==> src/rtl/fetch_pkg.sv <==
// Shared types and constants for the instruction fetch queue.
package fetch_pkg;

  // MSB index of a PC or instruction word (32-bit, word-addressed PC).
  localparam int FETCH_WIDTH = 31;

  // Default number of fetch queue entries.
  localparam int FETCH_DEPTH = 4;

  // Canonical no-op encoding (addi x0, x0, 0), handy as filler data.
  localparam logic [FETCH_WIDTH:0] INSTR_NOP = 32'h00000013;

  // One fetched instruction as presented to decode.
  typedef struct packed {
    logic [FETCH_WIDTH:0] pc;
    logic [FETCH_WIDTH:0] instr;
    logic                 predicted;
  } fetch_entry_t;

  // Bundle a returned instruction word with the PC and prediction flag that requested it.
  function automatic fetch_entry_t make_entry(
    input logic [FETCH_WIDTH:0] pc,
    input logic [FETCH_WIDTH:0] instr,
    input logic                 predicted
  );
    fetch_entry_t e;
    e.pc        = pc;
    e.instr     = instr;
    e.predicted = predicted;
    return e;
  endfunction

endpackage

==> src/rtl/fetch_fifo.sv <==
// Circular buffer of fetch entries with push, pop, flush and occupancy count.
// The head entry is visible combinationally; a push is never bypassed to the head.
module fetch_fifo
  import fetch_pkg::*;
#(
  parameter int DEPTH = FETCH_DEPTH,
  parameter int PTRW  = $clog2(DEPTH)
) (
  input  logic         clk,
  input  logic         rst_n,
  input  logic         flush,
  input  logic         push,
  input  fetch_entry_t push_data,
  input  logic         pop,
  output fetch_entry_t head_data,
  output logic [PTRW:0] count,
  output logic         empty
);

  localparam logic [PTRW:0] DEPTH_CNT = (PTRW+1)'(DEPTH);

  logic [PTRW-1:0] head_reg;
  logic [PTRW-1:0] tail_reg;
  logic [PTRW:0]   count_reg;
  logic [PTRW:0]   count_next;
  logic            do_push;
  logic            do_pop;
  fetch_entry_t    slot_data [DEPTH];

  // Flush kills both directions; a full queue refuses a push and an empty one a pop.
  assign do_push = push & ~flush & (count_reg != DEPTH_CNT);
  assign do_pop  = pop  & ~flush & (count_reg != '0);

  // One register per slot; only the slot under the tail pointer captures a push.
  for (genvar gi = 0; gi < DEPTH; gi++) begin : g_slot
    fetch_entry_t slot_reg;

    // Capture push data into this slot when the tail points here.
    always_ff @(posedge clk or negedge rst_n) begin
      if (!rst_n) begin
        slot_reg <= '0;
      end else if (do_push && (tail_reg == PTRW'(gi))) begin
        slot_reg <= push_data;
      end
    end

    assign slot_data[gi] = slot_reg;
  end

  // Occupancy changes only when exactly one of push/pop happens.
  always_comb begin
    count_next = count_reg;
    unique case ({do_push, do_pop})
      2'b10:   count_next = count_reg + (PTRW+1)'(1);
      2'b01:   count_next = count_reg - (PTRW+1)'(1);
      default: count_next = count_reg;
    endcase
  end

  // Pointers and count; flush empties the queue without touching slot contents.
  always_ff @(posedge clk or negedge rst_n) begin
    if (!rst_n) begin
      head_reg  <= '0;
      tail_reg  <= '0;
      count_reg <= '0;
    end else if (flush) begin
      head_reg  <= '0;
      tail_reg  <= '0;
      count_reg <= '0;
    end else begin
      if (do_push) begin
        tail_reg <= tail_reg + PTRW'(1);
      end
      if (do_pop) begin
        head_reg <= head_reg + PTRW'(1);
      end
      count_reg <= count_next;
    end
  end

  assign head_data = slot_data[head_reg];
  assign count     = count_reg;
  assign empty     = (count_reg == '0);

endmodule

==> src/rtl/fetch_queue.sv <==
// Instruction fetch stage: issues nextPC to a 1-cycle synchronous instruction
// memory, pairs the returned word with its PC and prediction flag, and buffers
// the result for decode. Freeze is credit based so the queue never overflows.
module fetch_queue
  import fetch_pkg::*;
#(
  parameter int WIDTH = FETCH_WIDTH,
  parameter int DEPTH = FETCH_DEPTH,
  parameter int PTRW  = $clog2(DEPTH)
) (
  input  logic           clk,
  input  logic           globalResetN,
  input  logic [WIDTH:0] nextPC,
  input  logic           redirect,
  input  logic           flush,
  output logic [WIDTH:0] imemAddr,
  output logic           imemRe,
  input  logic [WIDTH:0] imemData,
  output logic           fetchFreeze,
  output logic           decValid,
  input  logic           decReady,
  output logic [WIDTH:0] decPC,
  output logic [WIDTH:0] decInstr,
  output logic           decPredicted
);

  // Credits are counted one bit wider than the queue count so the sum cannot wrap.
  localparam logic [PTRW+1:0] CREDIT_LIMIT = (PTRW+2)'(DEPTH);

  logic           req_valid_reg;
  logic [WIDTH:0] req_pc_reg;
  logic           req_redirect_reg;

  logic [PTRW:0]   fifo_count;
  logic            fifo_empty;
  logic [PTRW+1:0] credit;
  logic            enq;
  logic            deq;
  fetch_entry_t    enq_entry;
  fetch_entry_t    head_entry;

  // Entries already buffered plus the one in flight; a same-cycle dequeue is
  // deliberately ignored so the in-flight word always has a free slot.
  assign credit      = {1'b0, fifo_count} + {{(PTRW+1){1'b0}}, req_valid_reg};
  assign fetchFreeze = (credit >= CREDIT_LIMIT);

  // No issue during reset, during a flush (nextPC is stale) or while out of credit.
  assign imemRe   = globalResetN & ~flush & ~fetchFreeze;
  assign imemAddr = nextPC;

  // Remember what was issued so the word returning next cycle can be tagged.
  always_ff @(posedge clk or negedge globalResetN) begin
    if (!globalResetN) begin
      req_valid_reg    <= 1'b0;
      req_pc_reg       <= '0;
      req_redirect_reg <= 1'b0;
    end else begin
      req_valid_reg <= imemRe & ~flush;
      if (imemRe) begin
        req_pc_reg       <= nextPC;
        req_redirect_reg <= redirect;
      end
    end
  end

  // A word returning in a flush cycle belongs to the discarded path.
  assign enq       = req_valid_reg & ~flush;
  assign deq       = decValid & decReady;
  assign enq_entry = make_entry(req_pc_reg, imemData, req_redirect_reg);

  fetch_fifo #(
    .DEPTH (DEPTH),
    .PTRW  (PTRW)
  ) u_fifo (
    .clk       (clk),
    .rst_n     (globalResetN),
    .flush     (flush),
    .push      (enq),
    .push_data (enq_entry),
    .pop       (deq),
    .head_data (head_entry),
    .count     (fifo_count),
    .empty     (fifo_empty)
  );

  assign decValid     = ~fifo_empty;
  assign decPC        = head_entry.pc;
  assign decInstr     = head_entry.instr;
  assign decPredicted = head_entry.predicted;

endmodule

==> config.mk <==
export PLATFORM = sky130hd
export DESIGN_NAME = fetch_queue
export DESIGN_NICKNAME = d
export VERILOG_FILES = /design/src/rtl/fetch_pkg.sv /design/src/rtl/fetch_fifo.sv /design/src/rtl/fetch_queue.sv
export SDC_FILE = /design/constraint.sdc
export NUM_CORES = 1
export LEC_CHECK = 0
export CORE_ASPECT_RATIO = 0.8
export CORE_MARGIN = 2
export CORE_UTILIZATION = 45
export CTS_BUF_LIST = sky130_fd_sc_hd__clkbuf_8
export CTS_CLUSTER_SIZE = 8
export DETAILED_ROUTE_END_ITERATION = 10
export GPL_TIMING_DRIVEN = 1
export PLACE_DENSITY = 0.67
export SETUP_SLACK_MARGIN = 0.4
export SLEW_MARGIN = 20
export SYNTH_ARGS = -nofsm -noshare
export SYNTH_HDL_FRONTEND = slang
export SYNTH_HIERARCHICAL = 1
export SYNTH_SLANG_ARGS = --single-unit
==> constraint.sdc <==
create_clock -name clk -period 2.55 [get_ports clk]
set_input_delay 0.3825 -clock clk [delete_from_list [all_inputs] [get_ports clk]]
set_output_delay 0.3825 -clock clk [all_outputs]
set_load 0.02 [all_outputs]
* Word level (Yosys, flattened, before mapping)
Cells that the tools add are included.
** Operators by class
- $lt $le $gt $ge :: 2
- $add $sub $neg :: 5
- Reductions and logical operators :: 10
- Equality and inequality tests :: 6
- Bitwise operators :: 13
- Muxes and demuxes :: 9
** Operators by type and width (count)
- 65-bit binary-select mux with 2-bit select :: 1
- 65-bit 2-to-1 mux :: 2
- 1-bit AND :: 9
- 2-bit 2-to-1 mux :: 4
- 2-bit equality test (second input constant) :: 3
- 3-bit one-hot mux with 2 select lines :: 1
- 3-bit nonzero test :: 2
- 2-bit by 1-bit adder with 2-bit output (second input constant) :: 2
- 3-bit by 1-bit adder with 4-bit output :: 1
- 2-bit by 1-bit equality test with 1-bit output (second input constant) :: 2
- 4-bit by 3-bit >= comparator with 1-bit output (second input constant) :: 1
- 1-bit logical AND :: 4
- 2-bit nonzero test :: 2
- 3-bit by 1-bit adder with 3-bit output (second input constant) :: 1
- 3-bit >= comparator (second input constant) :: 1
- 3-bit zero test :: 1
- 3-bit 2-to-1 mux :: 1
- 3-bit != test (second input constant) :: 1
- 1-bit inverter :: 3
- 2-bit inverter with 3-bit output :: 1
- 3-bit by 1-bit subtractor with 3-bit output (second input constant) :: 1
- 2-bit zero test :: 1
** Storage, ports and cells
- Flip-flop bits (word level) :: 301
- Output and inout bits :: 100

* Logic depth before layout (Yosys ltp)
- Depth after elaboration :: 8
- Depth in mapped cells :: 9
- Gate-level depth less buffers :: 8

* Cells and area by module
The synthesis kept the hierarchy.
** By module, submodules not included
- fetch_fifo :: instances 1, cells an instance 690, area an instance 11982.7 µm²
- fetch_queue :: instances 1, cells an instance 111, area an instance 1660.3 µm²

* Least setup slack after synthesis
No wires, ideal clock.
- Path type :: register to register
- Start point :: register u_fifo.count_reg[2] (netlist: u_fifo/count[2])
- End point :: register u_fifo.count_reg[1] (netlist: u_fifo/count[1])
- Stages on the path, launching flop included :: 9
- Data required time :: 2.423 ns
- Path buffers :: 1
- Setup slack :: 0.393 ns
- Data arrival time :: 2.031 ns
- Library setup time :: 0.127 ns
- Cells stage by stage :: dfrtp_1 -> clkbuf_1 -> nor2_1 -> nor2b_1 -> o31ai_1 -> a211oi_1 -> fa_1 -> nand2b_1 -> o21ai_0
** Between the ends
- Cells in the longest elaborated chain, start to end :: 8
- Elaborated cells on any way between the ends :: 13
- Classes of those cells :: eq/ne (3); mux (2); bitwise (5); reduce/logical (3)
** RTL lines
- start, declared :: line fetch_fifo.sv:24 : logic [PTRW:0] count_reg;
- start signal, assigned :: line fetch_fifo.sv:77 : count_reg <= count_next;
- 3-bit zero test (*) :: line fetch_fifo.sv:83 : assign empty = (count_reg == '0);
- net fifo_empty :: line fetch_queue.sv:35 : logic fifo_empty;
- 1-bit inverter (*) :: line fetch_queue.sv:86 : assign decValid = ~fifo_empty;
- 1-bit AND (*) :: line fetch_queue.sv:68 : assign deq = decValid & decReady;
- net deq :: line fetch_queue.sv:38 : logic deq;
- 1-bit AND (*) (2 in a row) :: line fetch_fifo.sv:32 : assign do_pop = pop & ~flush & (count_reg != '0);
- 2-bit by 1-bit equality test with 1-bit output / 2-bit equality test (equally long branches) :: line fetch_fifo.sv:53 : unique case ({do_push, do_pop})
- 3-bit one-hot mux with 2 select lines :: line fetch_fifo.sv:53
- 3-bit 2-to-1 mux :: line fetch_fifo.sv:66 : end else if (flush) begin
Mark *: on every way through the listed nets, which the timed path passes. The rest lies on a longest branch.
A chain may end at the register's enable or synchronous reset.

* Final worst setup path
- Start point :: register u_fifo.head_reg[0]
- End point :: output decPC[13]
** Between the ends
- Cells in the longest elaborated chain, start to end :: 4
** RTL lines
- start, declared :: line fetch_fifo.sv:22 : logic [PTRW-1:0] head_reg;
- start signal, assigned :: line fetch_fifo.sv:75 : head_reg <= head_reg + PTRW'(1);
- 2-bit inverter with 3-bit output (implied by the code) :: line fetch_fifo.sv:81 : assign head_data = slot_data[head_reg];
- 65-bit binary-select mux with 2-bit select :: line fetch_fifo.sv:81
- 65-bit 2-to-1 mux (implied by the code) (2 in a row) :: line fetch_fifo.sv:81
- end, declared :: line fetch_queue.sv:22 : output logic [WIDTH:0] decPC,
Every way passes these cells. The select of a mux whose other input is x is not followed.

==> results by stage <==
Run status:
- The flow ran to the end, and the final reports show no timing, DRC or antenna violations.

Clock network:
- In this run the number of H-tree levels came out at 2.
- The sink count of the clock tree is 301.
- The root buffer cell is clkbuf_8.
- The post-CTS clock slew at the launch and capture registers of the worst setup and hold paths is 0.06 ns.
- The insertion delay to the later sink of the worst-skew pair is 0.57 ns.
- The TritonCTS clock tree is done.
- The maximum buffer depth of the clock tree is 3.
- The number of buffers added by the clock tree synthesis step is 48.

Power and ir drop:
- The proportion of power drawn by the clock network is 0.318.
- The leakage dissipation is 7.897 nW.
- Of the total power, registers draw 0.473.
- Cell internal power was estimated by the tool at 8.723 mW.
- The share of total power dissipated in combinational logic is 0.209.
- The switching component of the power is 3.192 mW.
- The worst vdd rail ir drop is 0.3563 mV.
- The switching share of total power is 0.2679.
- In this run the power density over the cells is 700.0 nW/um2.

Logic synthesis:
- The share of the synthesized area in the top cell type is 0.5521.
- Counting instances in the post-synthesis netlist gives the leading cell types as 301 x dfrtp_1, 216 x mux2_2, 78 x mux2_4.
- The number of nets in the synthesized netlist is 875.
- Among all flip-flop cells after synthesis, the most frequent one is dfrtp_1.
- The gate count of the mapped netlist is 801.
- Ranked by total cell area, the synthesized netlist is headed by dfrtp_1 55%, mux2_2 18%, mux4_2 11%.
- In the synthesized netlist the async set-or-reset flop fraction comes to 1.000.
- The share of the Yosys chip area taken by registers is 0.5521.
- The number of synthesized flops with an enable pin is 0.
- The fraction of synthesized area in multiplexers is 0.3714.
- Yosys printed 6 warnings.
- The synthesized design contains 301 register bits.
- After synthesis, the largest family of logic cells by area is multiplexers.
- In this run the mean area of a mapped cell was 17.03 um2.
- The biggest area contributor in the post-synthesis netlist is dfrtp_1.
- Of the total synthesized cell area, the portion taken by XOR and XNOR cells is 0.001284.
- The compound-gate portion of the synthesized area is 0.006695.
- The most frequent cell after synthesis is dfrtp_1.
- Of the total synthesized cell area, the portion taken by AND, OR, NAND and NOR gates is 0.01458.
- After synthesis the cells add up to 13640 um2.
- The share of synthesized cell area in full adder, half adder and majority cells is 0.005136.
- The number of distinct library cells after synthesis is 37.

Critical path:
- The signal on the critical path passes through buf_6 > buf_12 > buf_12 > mux4_2 > buf_6.
- In this run the worst setup path begins at u_fifo/head_reg[0].
- The endpoint required time on the critical path is 2.17 ns.
- Measured in cells, the most critical reg-to-reg path has a length of 5.
- The count of buffer and inverter cells on the critical path is 4.
- The data arrival time of the critical path is 2.09 ns.
- The worst setup path is of the reg -> out kind.
- In this run the critical register-to-register path is captured at u_fifo/g_slot[0].slot_reg[32].
- The startpoint of the worst-slack reg-to-reg timing path is u_fifo/count[1].
- Across all register-to-register paths, the minimum setup slack is 0.58 ns.
- STA classifies the critical path startpoint as a flop.
- The delay of the slowest critical-path stage is 0.52 ns.
- The worst setup path is captured at an output port.
- The family of cells with the greatest summed delay on the critical path is buffers and inverters.
- The critical-path maximum fanout is 6.
- The library cell contributing the largest single delay on the critical path is dfrtp_4.

Placement:
- The routability-driven placement congestion ratio is 0.7159.
- The port buffer count is 168.
- The placed wire-length estimate after detailed placement is 17.16 mm.
- Prior to clock tree synthesis, the placed netlist has a worst setup slack of 0.2183 ns.

Global route:
- For met1 alone, demand over resource in global routing was 0.2631.
- In the global route stage, overall resource usage came out at 0.1815.
- For met3 alone, demand over resource in global routing was 0.03970.
- The initial antenna violation count was 1.
- The via count of the first global-routing pass was 8011.
- Global routing finished with a remaining overflow of 0.
- Entering global routing, the biggest net connects 157 pins.
- The layer carrying the most global-route usage is met2.
- The wire length of the first global-routing pass is 45.02 mm.
- The global routing met2 resource utilization is 0.2802.

Route:
- After detailed routing, the number of remaining DRC violations is 0.
- The via count normalized by instance count is 5.196.
- The iteration-0 DRC count of the detailed router is 316.
- The total length of routed wires is 28.13 mm.
- The number of nets with antenna violations after detailed routing is 0.
- The first detailed-routing pass took 4 iterations.
- Dividing the detail-routed wire length by the instance count gives 19.73 um.
- The number of vias after detailed routing is 7409.

Min path:
- The min-delay analysis places its worst path in the category in -> async.

Timing:
- The final-report max-slew violation count is 0.
- Setup repair after global routing could not meet its margin everywhere.
- Timing would allow up to 403.7 MHz.
- Setup slack on the critical path of the routed design comes to 0.07270 ns.
- The actual slew at the worst max-slew pin is 0.8655 ns.
- The final clock skew is 0.01861 ns.
- The minimum period implied by the final worst setup slack is 2.477 ns.
- Setup violations remaining at the end of the flow were counted as 0.
- Of the available clock period, the critical path in the final layout requires 0.9715.
- The final count of hold timing violations is 0.
- The max-slew headroom at the worst pin is 0.4230.

Finish:
- Counting the fill cells in the layout gives 2403.
- The synthesis-to-finish area growth is 24.75%.
- The number of nets in the layout is 1064.
- 0 antenna diodes ended up in the layout.
- The register with the most flip-flops in the layout has 260 of them.
- Of the cells placed in the final design, the portion with a size suffix greater than 1 is 0.5441.
- At the end of the flow the core is filled with cells to 0.5756.

Die:
- The area of the die is 31740 um2.
- The die is 198.7 um wide.
- The initial utilization of the core area, before any placement, comes to 0.4614.
- The vertical extent of the die is 159.7 um.
- The total area inside the core boundary comes to 29570 um2.
- The floorplan row count is 56.
- In this run the count of I/O pins placed on the die edge is 169.

Job:
- The number of max-cap violations is 0.
-- how the worst max path moves through the flow --
stage / slack (ns) / cells past startpoint / endpoint
final: 0.07 / 5 / decPC[13]
after global placement: 0.22 / 3 / decInstr[31]
after CTS: -0.03 / 5 / decPC[20]
after detailed placement: 0.22 / 3 / decInstr[31]
after global routing: -0.008 / 5 / decPC[16]
after floorplan: 0.51 / 8 / u_fifo/count[1]
-- cell usage in the layout (no fill, tap or decap), drive strengths merged, types with 4 or more instances in the layout --
cell type | synthesis | layout
buf | 73 | 116
nand3 | 7 | 7
clkdlybuf4s50 | 0 | 99
nor2b | 4 | 4
inv | 7 | 26
clkbuf | 10 | 61
nor2 | 5 | 5
ha | 4 | 4
nand2b | 5 | 5
mux4 | 65 | 65
dfrtp | 301 | 301
o21ai | 4 | 4
mux2 | 294 | 294
-- per-layer routing --
| layer | share of wire | wire, um |
|---|---|---|
| met1 | 0.49 | 13720 |
| met2 | 0.46 | 12860 |
| met3 | 0.043 | 1196 |
| met4 | 0.012 | 347 |
| met5 | 0.00057 | 16 |
-- cell type report --
type                    instances  area, um2  area share
flip-flops and latches        301       7541      0.4431
multi-input cells             410       5503      0.3233
repair buffers                222       2567      0.1508
clock buffers                  56      770.7     0.04528
well taps                     406      508.0     0.02985
clock inverters                24      103.9    0.006102
inverters                       7      26.28    0.001544
-- logic make-up after synthesis --
kind of cell	count (synthesis)
AO/OA/AOI/OAI	14
XOR/XNOR	2
adder cells (fa/ha/maj)	5
buffers and inverters	90
flip-flops	301
multiplexers	359
AND/OR/NAND/NOR	30
-- metrics by stage --
stage	total power, mW	cells	hold slack (ns)	area (um2)	TNS [ns]
2_1_floorplan	7.004	801	0.08691	13650	0
3_3_place_gp	8.076	1324	0.2495	15720	0
3_5_place_dp	8.113	1324	0.2506	15720	0
4_1_cts	11.99	1420	0.2354	16740	-0.1277
5_1_grt	12.54	1426	0.2592	17020	-0.02150
6_report	11.91	1426	0.2717	17020	0
-- worst register-to-register path, delay by kind of cell, from the launching register on --
family        cells  cell delay, ns
mux               1            0.39
simple gates      2            0.63
flops             1            0.38
buf+inv           2            0.46
-- power by group through the flow --
| stage | logic (mW) | registers [mW] | clock network (mW) |
|---|---|---|---|
| after floorplan | 1.41 | 5.59 | 0 |
| after global placement | 2.37 | 5.70 | 0 |
| after detailed placement | 2.40 | 5.72 | 0 |
| after CTS | 2.41 | 5.63 | 3.95 |
| after global routing | 2.65 | 5.71 | 4.18 |
| final | 2.48 | 5.64 | 3.79 |
-- what timing repair did --
action                                  CTS  global route
gates resized for setup                 375            54
gates cloned                              0             3
hold buffers                              1             0
endpoints found under the hold margin    24             0
setup buffers                            15             3
endpoints found under the setup margin   68            82
pin swaps                                 0             0
Note: power is estimated with default switching activity, not from simulation.
